`config.mk`:
```
export PLATFORM = sky130hd
export DESIGN_NAME = postadder
export DESIGN_NICKNAME = d
export VERILOG_FILES = /design/src/rtl/postadder.sv
export SDC_FILE = /design/constraint.sdc
export NUM_CORES = 1
export LEC_CHECK = 0
export CAP_MARGIN = 30
export CELL_PAD_IN_SITES_DETAIL_PLACEMENT = 0
export CELL_PAD_IN_SITES_GLOBAL_PLACEMENT = 2
export CORE_UTILIZATION = 32
export DETAILED_ROUTE_END_ITERATION = 16
export PLACE_DENSITY = 0.82
export SLEW_MARGIN = 5
export SYNTH_ARGS = -nofsm -noshare
export SYNTH_HDL_FRONTEND = slang
export SYNTH_SLANG_ARGS = --single-unit
```
`constraint.sdc`:
```
create_clock -name clk -period 3.2 [get_ports clk]
set_clock_uncertainty 0.1 [all_clocks]
set_input_delay 0.8 -clock clk [delete_from_list [all_inputs] [get_ports clk]]
set_output_delay 0.8 -clock clk [all_outputs]
set_load 0.1 [all_outputs]
```
`src/rtl/postadder.sv`:
```
// -----------------------------------------------------------------------------
// postadder
//   Back end of a single-precision floating-point adder. Takes the aligned
//   magnitude sum/difference produced by the pre-adder and turns it into a
//   packed IEEE-754 word. It normalizes one bit per cycle, rounds to nearest
//   even, and detects overflow to infinity and underflow (flush to zero; no
//   subnormal results are produced).
//
// Ports
//   clk        in   1   clock, rising edge
//   rst        in   1   asynchronous active-high reset
//   in_valid   in   1   operand present
//   in_ready   out  1   block idle and able to accept an operand
//   sign       in   1   sign of the result
//   exp        in   8   common aligned exponent
//   mantis     in   27  [26] carry, [25] hidden, [24:2] fraction,
//                       [1] guard, [0] round
//   loss       in   1   sticky bit from the alignment shift
//   out_valid  out  1   result, overflow and underflow are valid
//   out_ready  in   1   consumer accepts the result
//   result     out  32  packed IEEE single-precision word
//   overflow   out  1   result saturated to infinity
//   underflow  out  1   result flushed to signed zero
// -----------------------------------------------------------------------------
module postadder (
  input  logic        clk,
  input  logic        rst,
  input  logic        in_valid,
  output logic        in_ready,
  input  logic        sign,
  input  logic [7:0]  exp,
  input  logic [26:0] mantis,
  input  logic        loss,
  output logic        out_valid,
  input  logic        out_ready,
  output logic [31:0] result,
  output logic        overflow,
  output logic        underflow
);

  typedef enum logic [1:0] {
    IDLE  = 2'd0,
    NORM  = 2'd1,
    ROUND = 2'd2,
    DONE  = 2'd3
  } state_t;

  state_t      state_q,  state_d;
  logic        sign_q,   sign_d;
  logic [7:0]  exp_q,    exp_d;
  logic [26:0] mantis_q, mantis_d;
  logic        sticky_q, sticky_d;
  logic [31:0] result_q, result_d;
  logic        ovf_q,    ovf_d;
  logic        unf_q,    unf_d;

  // Rounding datapath, evaluated from the registered operand in ROUND.
  logic        rnd_inc;
  logic [24:0] frac_sum;
  logic [23:0] frac_rnd;
  logic [8:0]  exp_rnd;

  always_comb begin
    // Round to nearest, ties to even: L = bit2, G = bit1, R = bit0.
    rnd_inc  = mantis_q[1] & (mantis_q[0] | sticky_q | mantis_q[2]);
    frac_sum = {1'b0, mantis_q[25:2]} + {24'd0, rnd_inc};
    if (frac_sum[24]) begin
      // 1.111..1 + ulp = 10.000..0: renormalize to 1.0 and bump the exponent.
      frac_rnd = 24'h800000;
      exp_rnd  = {1'b0, exp_q} + 9'd1;
    end else begin
      frac_rnd = frac_sum[23:0];
      exp_rnd  = {1'b0, exp_q};
    end
  end

  always_ff @(posedge clk or posedge rst) begin
    if (rst) begin
      state_q  <= IDLE;
      sign_q   <= 1'b0;
      exp_q    <= 8'd0;
      mantis_q <= 27'd0;
      sticky_q <= 1'b0;
      result_q <= 32'h0;
      ovf_q    <= 1'b0;
      unf_q    <= 1'b0;
    end else begin
      state_q  <= state_d;
      sign_q   <= sign_d;
      exp_q    <= exp_d;
      mantis_q <= mantis_d;
      sticky_q <= sticky_d;
      result_q <= result_d;
      ovf_q    <= ovf_d;
      unf_q    <= unf_d;
    end
  end

  always_comb begin
    state_d  = state_q;
    sign_d   = sign_q;
    exp_d    = exp_q;
    mantis_d = mantis_q;
    sticky_d = sticky_q;
    result_d = result_q;
    ovf_d    = ovf_q;
    unf_d    = unf_q;

    case (state_q)
      IDLE: begin
        if (in_valid) begin
          sign_d   = sign;
          exp_d    = exp;
          mantis_d = mantis;
          sticky_d = loss;
          ovf_d    = 1'b0;
          unf_d    = 1'b0;
          state_d  = NORM;
        end
      end

      NORM: begin
        if (mantis_q == 27'd0) begin
          // Exact cancellation always yields +0 regardless of operand sign.
          result_d = 32'h0000_0000;
          state_d  = DONE;
        end else if (exp_q == 8'hFF) begin
          // Left shifts only lower the exponent, so 255 can only be seen
          // here on the first NORM cycle.
          result_d = {sign_q, 8'hFF, 23'd0};
          ovf_d    = 1'b1;
          state_d  = DONE;
        end else if (mantis_q[26]) begin
          mantis_d = {1'b0, mantis_q[26:1]};
          sticky_d = sticky_q | mantis_q[0];
          exp_d    = exp_q + 8'd1;
          state_d  = ROUND;
        end else if (mantis_q[25]) begin
          state_d  = ROUND;
        end else if (exp_q <= 8'd1) begin
          result_d = {sign_q, 31'd0};
          unf_d    = 1'b1;
          state_d  = DONE;
        end else begin
          // One normalization step per cycle.
          mantis_d = {mantis_q[25:0], 1'b0};
          exp_d    = exp_q - 8'd1;
        end
      end

      ROUND: begin
        // exp_rnd is 9 bits wide: 254 + carry-right-shift + rounding carry
        // reaches 256, which must still saturate rather than wrap.
        if (exp_rnd >= 9'd255) begin
          result_d = {sign_q, 8'hFF, 23'd0};
          ovf_d    = 1'b1;
        end else begin
          result_d = {sign_q, exp_rnd[7:0], frac_rnd[22:0]};
        end
        exp_d   = exp_rnd[7:0];
        state_d = DONE;
      end

      DONE: begin
        // Return to IDLE only; a new operand is taken on a later edge.
        if (out_ready) begin
          state_d = IDLE;
        end
      end

      default: begin
        state_d = IDLE;
      end
    endcase
  end

  assign in_ready  = (state_q == IDLE);
  assign out_valid = (state_q == DONE);
  assign result    = result_q;
  assign overflow  = ovf_q;
  assign underflow = unf_q;

endmodule

```
== Word level (Yosys, flattened, before mapping) ==
Index checks and enable logic that the tools add are counted.

* Flip-flop bits (word level): 73
* Bits of input ports: 41
* Output and inout bits: 36
* Logic and storage cells: 99

* Add/subtract/negate cells: 4
* Order comparisons: 2
* Eq/ne operators: 20
* Multiplexer cells: 47
* Bitwise logic cells: 3
* Reductions and logical operators: 14

{| class="wikitable"
|+ Operators with widths
! cell !! number
|-
| $mux 32 || 5
|-
| $mux 27 || 3
|-
| $mux 26 || 3
|-
| $pmux 32 s2 || 1
|-
| $pmux 27 s2 || 1
|-
| $mux 8 || 6
|-
| $mux 31 || 1
|-
| $logic_not 27->1 || 1
|-
| $add 24x1->25 || 1
|-
| $pmux 8 s3 || 1
|-
| $mux 23 || 1
|-
| $ne 2x2->1 const B || 9
|-
| $mux 2 || 7
|-
| $mux 1 || 13
|-
| $ne 4x4->1 const B || 3
|-
| $reduce_and 6->1 || 2
|-
| $reduce_and 5->1 || 2
|-
| $add 8x1->9 const B || 1
|-
| $ge 9x8->1 const B || 1
|-
| $mux 9 || 1
|-
| $add 8x1->8 const B || 1
|-
| $eq 8x8->1 const B || 1
|-
| $le 8x1->1 const B || 1
|-
| $pmux 2 s4 || 1
|-
| 17 further kinds || 23
|}

== Longest topological paths before layout ==
Gate-level depths: netlist (run 1).

* Depth in word-level cells: 8
* Mapped depth: 12
* Gate-level depth less buffers: 9

== Worst setup path after synthesis (run 1) ==
OpenSTA, ideal clock, no wires.

* Path type: reg-to-reg
* Start: register mantis_q[2]
* End: register result_q[23] (netlist: result[23])
* Library setup time: 0.124 ns
* Arrival time: 2.477 ns
* Required time: 2.976 ns
* Setup slack: 0.500 ns
* Stages on the path, launching flop included: 12
* Path buffers: 2
* Period minus slack after synthesis: 2.700 ns
* Path through: dfrtp_1 -> clkbuf_1 -> and2_1 -> ha_1 -> nand3_1 -> nor4_4 -> nand3_1 -> a32oi_1 -> a32oi_1 -> or3_1 -> buf_6 -> o221a_1

* Word-level cells in the longest chain between the ends: 7
* Elaborated cells between the ends (all ways): 13
* Those cells by class: add/sub: 1; order compare: 1; eq/ne: 3; mux: 4; bitwise: 2; reduce/logical: 2

{| class="wikitable"
|+ RTL lines
! item !! line !! RTL
|-
| start: declaration || 51 || <nowiki>logic [26:0] mantis_q, mantis_d;</nowiki>
|-
| start signal: assignment || 91 || <nowiki>mantis_q <= mantis_d;</nowiki>
|-
| $or 1x1->1 || 65 || <nowiki>rnd_inc = mantis_q[1] & (mantis_q[0] | sticky_q | mantis_q[2]);</nowiki>
|-
| $and 1x1->1 || 65 ||
|-
| $add 24x1->25 || 66 || <nowiki>frac_sum = {1'b0, mantis_q[25:2]} + {24'd0, rnd_inc};</nowiki>
|-
| $mux 9 || 67 || <nowiki>if (frac_sum[24]) begin</nowiki>
|-
| $ge 9x8->1 || 154 || <nowiki>if (exp_rnd >= 9'd255) begin</nowiki>
|-
| $mux 31 || 154 ||
|-
| $pmux 32 s2 || 109 || <nowiki>case (state_q)</nowiki>
|-
| end signal: assignment || 93 || <nowiki>result_q <= result_d;</nowiki>
|-
| end: declaration || 53 || <nowiki>logic [31:0] result_q, result_d;</nowiki>
|}

Several ways; a longest one is shown, not always the timed one.
A chain may end at the register's enable or synchronous reset.

== Worst setup path in the final report (run 1) ==
* Start: register exp_q[1]
* End: register result_q[27] (netlist: result[27])

* Word-level cells in the longest chain between the ends: 5
* Elaborated cells between the ends (all ways): 13
* Those cells by class: add/sub: 1; order compare: 2; eq/ne: 4; mux: 5; reduce/logical: 1

{| class="wikitable"
|+ RTL lines
! item !! line !! RTL
|-
| start: declaration || 50 || <nowiki>logic [7:0] exp_q, exp_d;</nowiki>
|-
| start signal: assignment || 90 || <nowiki>exp_q <= exp_d;</nowiki>
|-
| $add 8x1->9 || 70 || <nowiki>exp_rnd = {1'b0, exp_q} + 9'd1;</nowiki>
|-
| $mux 9 || 67 ||
|-
| $ge 9x8->1 || 154 ||
|-
| $mux 31 || 154 ||
|-
| $pmux 32 s2 || 109 ||
|}

Several ways; a longest one is shown, not always the timed one.

==> reports/metrics.yaml, run 1 <==
floorplan:
  die_w_um: 122.4
  core-area_mm2: 0.01404
  start_util: 0.3306
  design.die.area_mm2: 0.01499
  num_io_pins: 77
  rows: 43
  dieHeight_um: 122.4
route:
  wl_um: 14020
  wl_met2_um: 5972
  wl_per_cell_um: 17.79
  met3_length_um: 671
  num_vias: 4292
  drcViolationCount: 0
  routed.top_layer: "met4"
  drt.antenna.violating_nets: 0
  drtIter0Drc: 203
  via_per_inst: 5.447
  drtPass1Iterations: 5
  drt-met1-wl_um: 7080
worst_setup_path:
  reg2reg_from: "exp_q[1]"
  cpPeakStageDelay_ns: 0.54
  startpoint: "exp_q[1]"
  crit_required_ns: 3.30
  path_class: "reg -> reg"
  startpoint_type: "flip-flop"
  crit_path_end_kind: "flip-flop"
  path_cells: "ha_1, nand3_1, or3_1, nand2_1, a22o_1, nand3b_1, o21ai_0, nor2_1"
  path_max_fanout: 10
  cp_data_arrival_time_ns: 3.03
  slowest_stage: "dfrtp_1"
yosys:
  synth.avg_cell_area_um2: 8.425
  ys_ff_latch: 73
  netlist.area_leader.share: 0.3935
  synth_top_area_cell: "dfrtp_1"
  ys.flop_type: "dfrtp_1"
  yosys_warnings: 0
  ys_seq_area_frac: 0.3935
  synthArstFlopShare: 1.000
  synthCells: 551
  synthAdderAreaFrac: 0.02156
  synth_xor_area_frac: 0.06415
  synth_top_family_by_area: "compound AO/OA/AOI/OAI gates"
  synthSimpleGateAreaFrac: 0.2059
  synth_edf_count: 0
  syn_nets: 600
  ys_top_cells_by_area: "dfrtp_1 (39%), o21ai_0 (8.9%), nand2_1 (6.5%)"
  synth_compound_area_frac: 0.2429
  netlist_area_mm2: 0.004642
  muxShareOfSynthArea: 0.009164
  synth_cell_types: 59
clocking:
  clock_sinks: 73
  clkTransAtPathRegs_ns: 0.06
  cts_tree: "done"
  clockRootBuffer: "clkbuf_16"
  insertion_delay_ns: 0.34
  cts_buffer_depth: 2
  cts_buffers: 9
  h-tree-depth: 3
global_routing:
  track_usage: 0.1993
  grt-ovfl-total: 0
  grt_pass1_wl_um: 22800
  antenna_found_initial: 0
  grt_max_degree: 51
  grt_pass1_vias: 4267
timing:
  relSlewSlack: 0.5046
  finalSetupTns_ns: 0
  final_max_slew_viol_count: 0
  period_needed_ns: 2.929
  tightest_slew_ns: 0.7363
  rsz0062_at_grt: "false"
  hold_violations: 0
  finalCritPeriodShare: 0.9152
  finalSetupViolCount: 0
  fmax_mhz: 341.5
layout:
  nNetsFinal: 654
  area_growth_pct: 25.28
  instances_no_fill: 788
  utilization: 0.4142
  drive_gt1_frac: 0.1546
  antenna_cells: 0
status:
  status: "finished, final reports clean"
placed_design:
  globalplace.congestion: 0.9036
  io_buffers: 76
  place_inst: 774
  hpwlAfterDp_um: 10280
worst_hold_path:
  hold_path.class: "reg -> reg"
  hold_path.startpoint: "result[12]"
job:
  max_cap_violations: 0
cells in the final DEF, fill, tap and decap left out, types with 3 or more instances in the layout:
cell,Yosys,layout
xnor2_1,20,20
o31ai_1,6,6
a21oi_1,10,10
a31oi_1,4,4
o21ai_0,83,83
nand3_1,20,20
nor3_2,2,3
a21o_1,3,3
dfrtp_1,73,72
ha_1,8,8
a22oi_1,5,5
and2_1,4,4
nand2_1,81,81
buf_4,1,61
clkdlybuf4s50_1,0,40
a221oi_1,6,6
nor4_1,9,9
inv_1,12,11
xor2_1,14,14
nand4_1,10,10
nand3b_1,3,3
nor3_1,8,7
nand2b_1,5,5
and3_1,4,4
o221a_1,5,5
nor2b_1,4,4
clkbuf_16,0,9
nor2_1,33,33
a221o_1,23,23
kinds of logic (layout without fill, tap and decap cells):
family                   Yosys count  in the layout
AO/OA/AOI/OAI                    167            167
multiplexers                       4              4
XOR/XNOR                          34             34
AND/OR/NAND/NOR                  195            195
flip-flops                        73             73
buffers and inverters             70            127
adder cells (fa/ha/maj)            8              8
cell usage after synthesis (10+ instances only):
cell type   n
a21oi_1    10
nand4_1    10
o21ai_0    83
buf_2      13
nor2_1     33
clkbuf_1   39
xor2_1     14
inv_1      12
a221o_1    23
dfrtp_1    73
nand3_1    20
xnor2_1    20
nand2_1    81
registers in the layout (all words and copies together) (netlist names):
name,cells
result,32
mantis_q,27
exp_q,8
state_q,2
overflow,1
sign_q,1
sticky_q,1
underflow,1
routing by layer:
layer,GRT usage,vias up
met2,0.2939,109
met1,0.2884,2064
met4,0.07851,0
li1,-,2101
met5,0,-
met3,0.03299,18
worst paths after layout:
path,endpoint,slack [ns],cells past startpoint
hold / removal,result[12],0.38,2
min in group asynchronous,result[29],0.79,3
hold reg to reg,result[12],0.38,2
setup / recovery,result[27],0.27,8
setup reg to reg,result[27],0.27,8
max in group asynchronous,mantis_q[4],1.77,3
worst max-delay path, delay by kind of cell (launching register included):
family / cells / cell delay, ns
flip-flops: 1 / 0.54
AO/OA/AOI/OAI: 2 / 0.53
AND/OR/NAND/NOR: 5 / 1.20
adder cells (fa/ha/maj): 1 / 0.41
stage by stage:
step / hold slack (ns) / area (um2) / worst slack, ns
3_3_place_gp: 0.3660 / 5484 / 0.3127
3_5_place_dp: 0.3742 / 5484 / 0.2513
2_1_floorplan: 0.3727 / 4642 / 0.4467
4_1_cts: 0.3870 / 5802 / 0.2317
6_report: 0.3764 / 5816 / 0.2714
5_1_grt: 0.4201 / 5816 / 0.006439
final cells by class:
cell class,count,area [um2]
fill,1422,8227
sequential,73,1828
clock inverter,3,65.06
timing repair buffer,101,858.3
clock buffer,11,252.7
inverter,12,45.04
tap,180,225.2
multi-input combinational,408,2541
timing repair:
action | CTS | global route
gates resized for setup | 0 | 3
hold buffers | 0 | 0
buffers inserted | 0 | 0
endpoints found under the setup margin | 0 | 16
Power of run 1 is left out: the tool's default activity adds up to more than one toggle a clock period on the data nets, which glitch-free logic cannot reach.
==> inputs of run 2 (changes only) <==
Settings changed: RECOVER_POWER set to 100.
==> run 2 against run 1 <==
  * Critical path depth did not move
  * The run now ends with capacitance limit, slew limit left
  * Flip-flop and latch count did not move
  * Die area did not move
==> reports/metrics.yaml, run 2 (synthesized netlist as in run 1, its figures left out) <==
worst_setup_path:
  slowest_stage: "dfrtp_1"
  cp_top_family: "simple AND/OR/NAND/NOR gates"
  path_class: "reg -> reg"
  path_buf_inv: 0
  reg2reg_from: "exp_q[1]"
  cp_data_arrival_time_ns: 3.03
  startpoint_type: "flip-flop"
  path_cells: "ha_1, nand3_1, or3_1, nand2_1, a22o_1, nand3b_1, o21ai_0, nor2_1"
  cpPeakStageDelay_ns: 0.54
  r2r-end: "result[27]"
  ff2ff_setup_slack_ns: 0.27
  crit_required_ns: 3.30
  path_max_fanout: 10
  crit_path_end_kind: "flip-flop"
  reg2reg_depth: 8
placed_design:
  hpwlAfterDp_um: 10280
  io_buffers: 76
  globalplace.congestion: 0.9036
route:
  drtIter0Drc: 224
  drtPass1Iterations: 5
  drcViolationCount: 0
  drt.antenna.violating_nets: 0
  num_vias: 4314
  via_per_inst: 5.475
  wl_um: 13940
  wl_per_cell_um: 17.69
timing:
  relSlewSlack: -0.1594
  finalSetupViolCount: 0
  hold_violations: 0
  fmax_mhz: 341.5
  finalSetupTns_ns: 0
  tightest_slew_ns: 1.739
  finalCritPeriodShare: 0.9150
  final_max_slew_viol_count: 31
  period_needed_ns: 2.928
  rsz0062_at_grt: "false"
global_routing:
  antenna_found_initial: 0
  grt_max_degree: 51
  grt_pass1_vias: 4267
  track_usage: 0.1993
  grt-ovfl-total: 0
  grt_pass1_wl_um: 22800
layout:
  antenna_cells: 0
  final_common_cell: "o21ai_0"
  nNetsFinal: 654
  n_fill_cell: 1447
  layout_common_cells: "o21ai_0 (83), nand2_1 (81), dfrtp_1 (72)"
  area_growth_pct: 22.21
  largest_register_ffs: 32
  drive_gt1_frac: 0.09375
status:
  violations: "capacitance limit, slew limit"
  status: "finished, violations left"
clocking:
  h-tree-depth: 3
  hold_buffers: 0
  cts_buffers: 9
  clock_sinks: 73
  insertion_delay_ns: 0.34
  clockRootBuffer: "clkbuf_16"
  cts_buffer_depth: 2
  cts_tree: "done"
  clkTransAtPathRegs_ns: 0.06
floorplan:
  design.die.area_mm2: 0.01499
  rows: 43
  start_util: 0.3306
  die_w_um: 122.4
  dieHeight_um: 122.4
  num_io_pins: 77
  core-area_mm2: 0.01404
worst_hold_path:
  hold_depth: 2
  hold_path.startpoint: "result[12]"
  hold_end: "result[12]"
  hold_path.class: "reg -> reg"
job:
  max_cap_violations: 1
-- run 2: changes by cell type in the layout (fill, tap and decap cells not counted), sizes merged --
cell / before / now
clkinv: 1 / 2
clkdlybuf4s50: 40 / 38
clkbuf: 11 / 51
buf: 61 / 21
dlygate4sd3: 0 / 2
inv: 12 / 11
-- run 2: area by class of cell --
cell class | count | area [um2] | area share
multi-input combinational | 408 | 2541 | 0.4479
sequential | 73 | 1828 | 0.3222
timing repair buffer | 101 | 715.7 | 0.1262
clock buffer | 11 | 252.7 | 0.04455
tap | 180 | 225.2 | 0.03970
clock inverter | 3 | 65.06 | 0.01147
inverter | 12 | 45.04 | 0.007940
-- run 2: worst max path at each step --
stage | slack [ns] | to | cells past startpoint | startpoint
6_report | 0.27 | result[27] | 8 | exp_q[1]
5_1_grt | 0.004 | result[13] | 10 | mantis_q[2]
4_1_cts | 0.23 | result[28] | 10 | mantis_q[2]
3_5_place_dp | 0.25 | result[24] | 10 | mantis_q[2]
3_3_place_gp | 0.31 | result[29] | 7 | exp_q[0]
2_1_floorplan | 0.45 | exp_q[0] | 1 | rst
-- run 2: routing by layer --
layer,GRT usage,part of all wire,up-vias
met5,0,0,-
met4,0.07851,0.020,0
met3,0.03299,0.053,18
met2,0.2939,0.43,118
met1,0.2884,0.50,2073
li1,-,-,2105
-- run 2: what timing repair did --
action / in CTS / in global routing
endpoints found under the setup margin: 0 / 16
gates resized for setup: 0 / 3
hold endpoints to repair: 0 / 0
buffers inserted: 0 / 0
-- run 2: worst register-to-register path, stage by stage, from the launching register on --
cell and delay, ns:
dfrtp_1 0.54, ha_1 0.41, nand3_1 0.16, or3_1 0.53, nand2_1 0.14, a22o_1 0.36
nand3b_1 0.32, o21ai_0 0.17, nor2_1 0.05
-- run 2: per-stage QoR --
stage                     setup WS [ns]  hold WS [ns]    util  area [um2]  cells
final                            0.2719        0.3748  0.4040        5673    788
after floorplan                  0.4467        0.3727       -        4642    551
after global routing           0.003985        0.4189  0.4040        5673    788
after CTS                        0.2317        0.3870  0.4132        5802    788
after global placement           0.3127        0.3660  0.3905        5484    774
after detailed placement         0.2513        0.3742  0.3905        5484    774
Power of run 2 is left out for the same reason.
==> inputs of run 3 (changes only) <==
Settings changed: SKIP_LAST_GASP set to 1.
==> results of run 3 <==
Final layout, timing and power as in run 2 (identical DEF).
Power of run 3 is left out for the same reason.
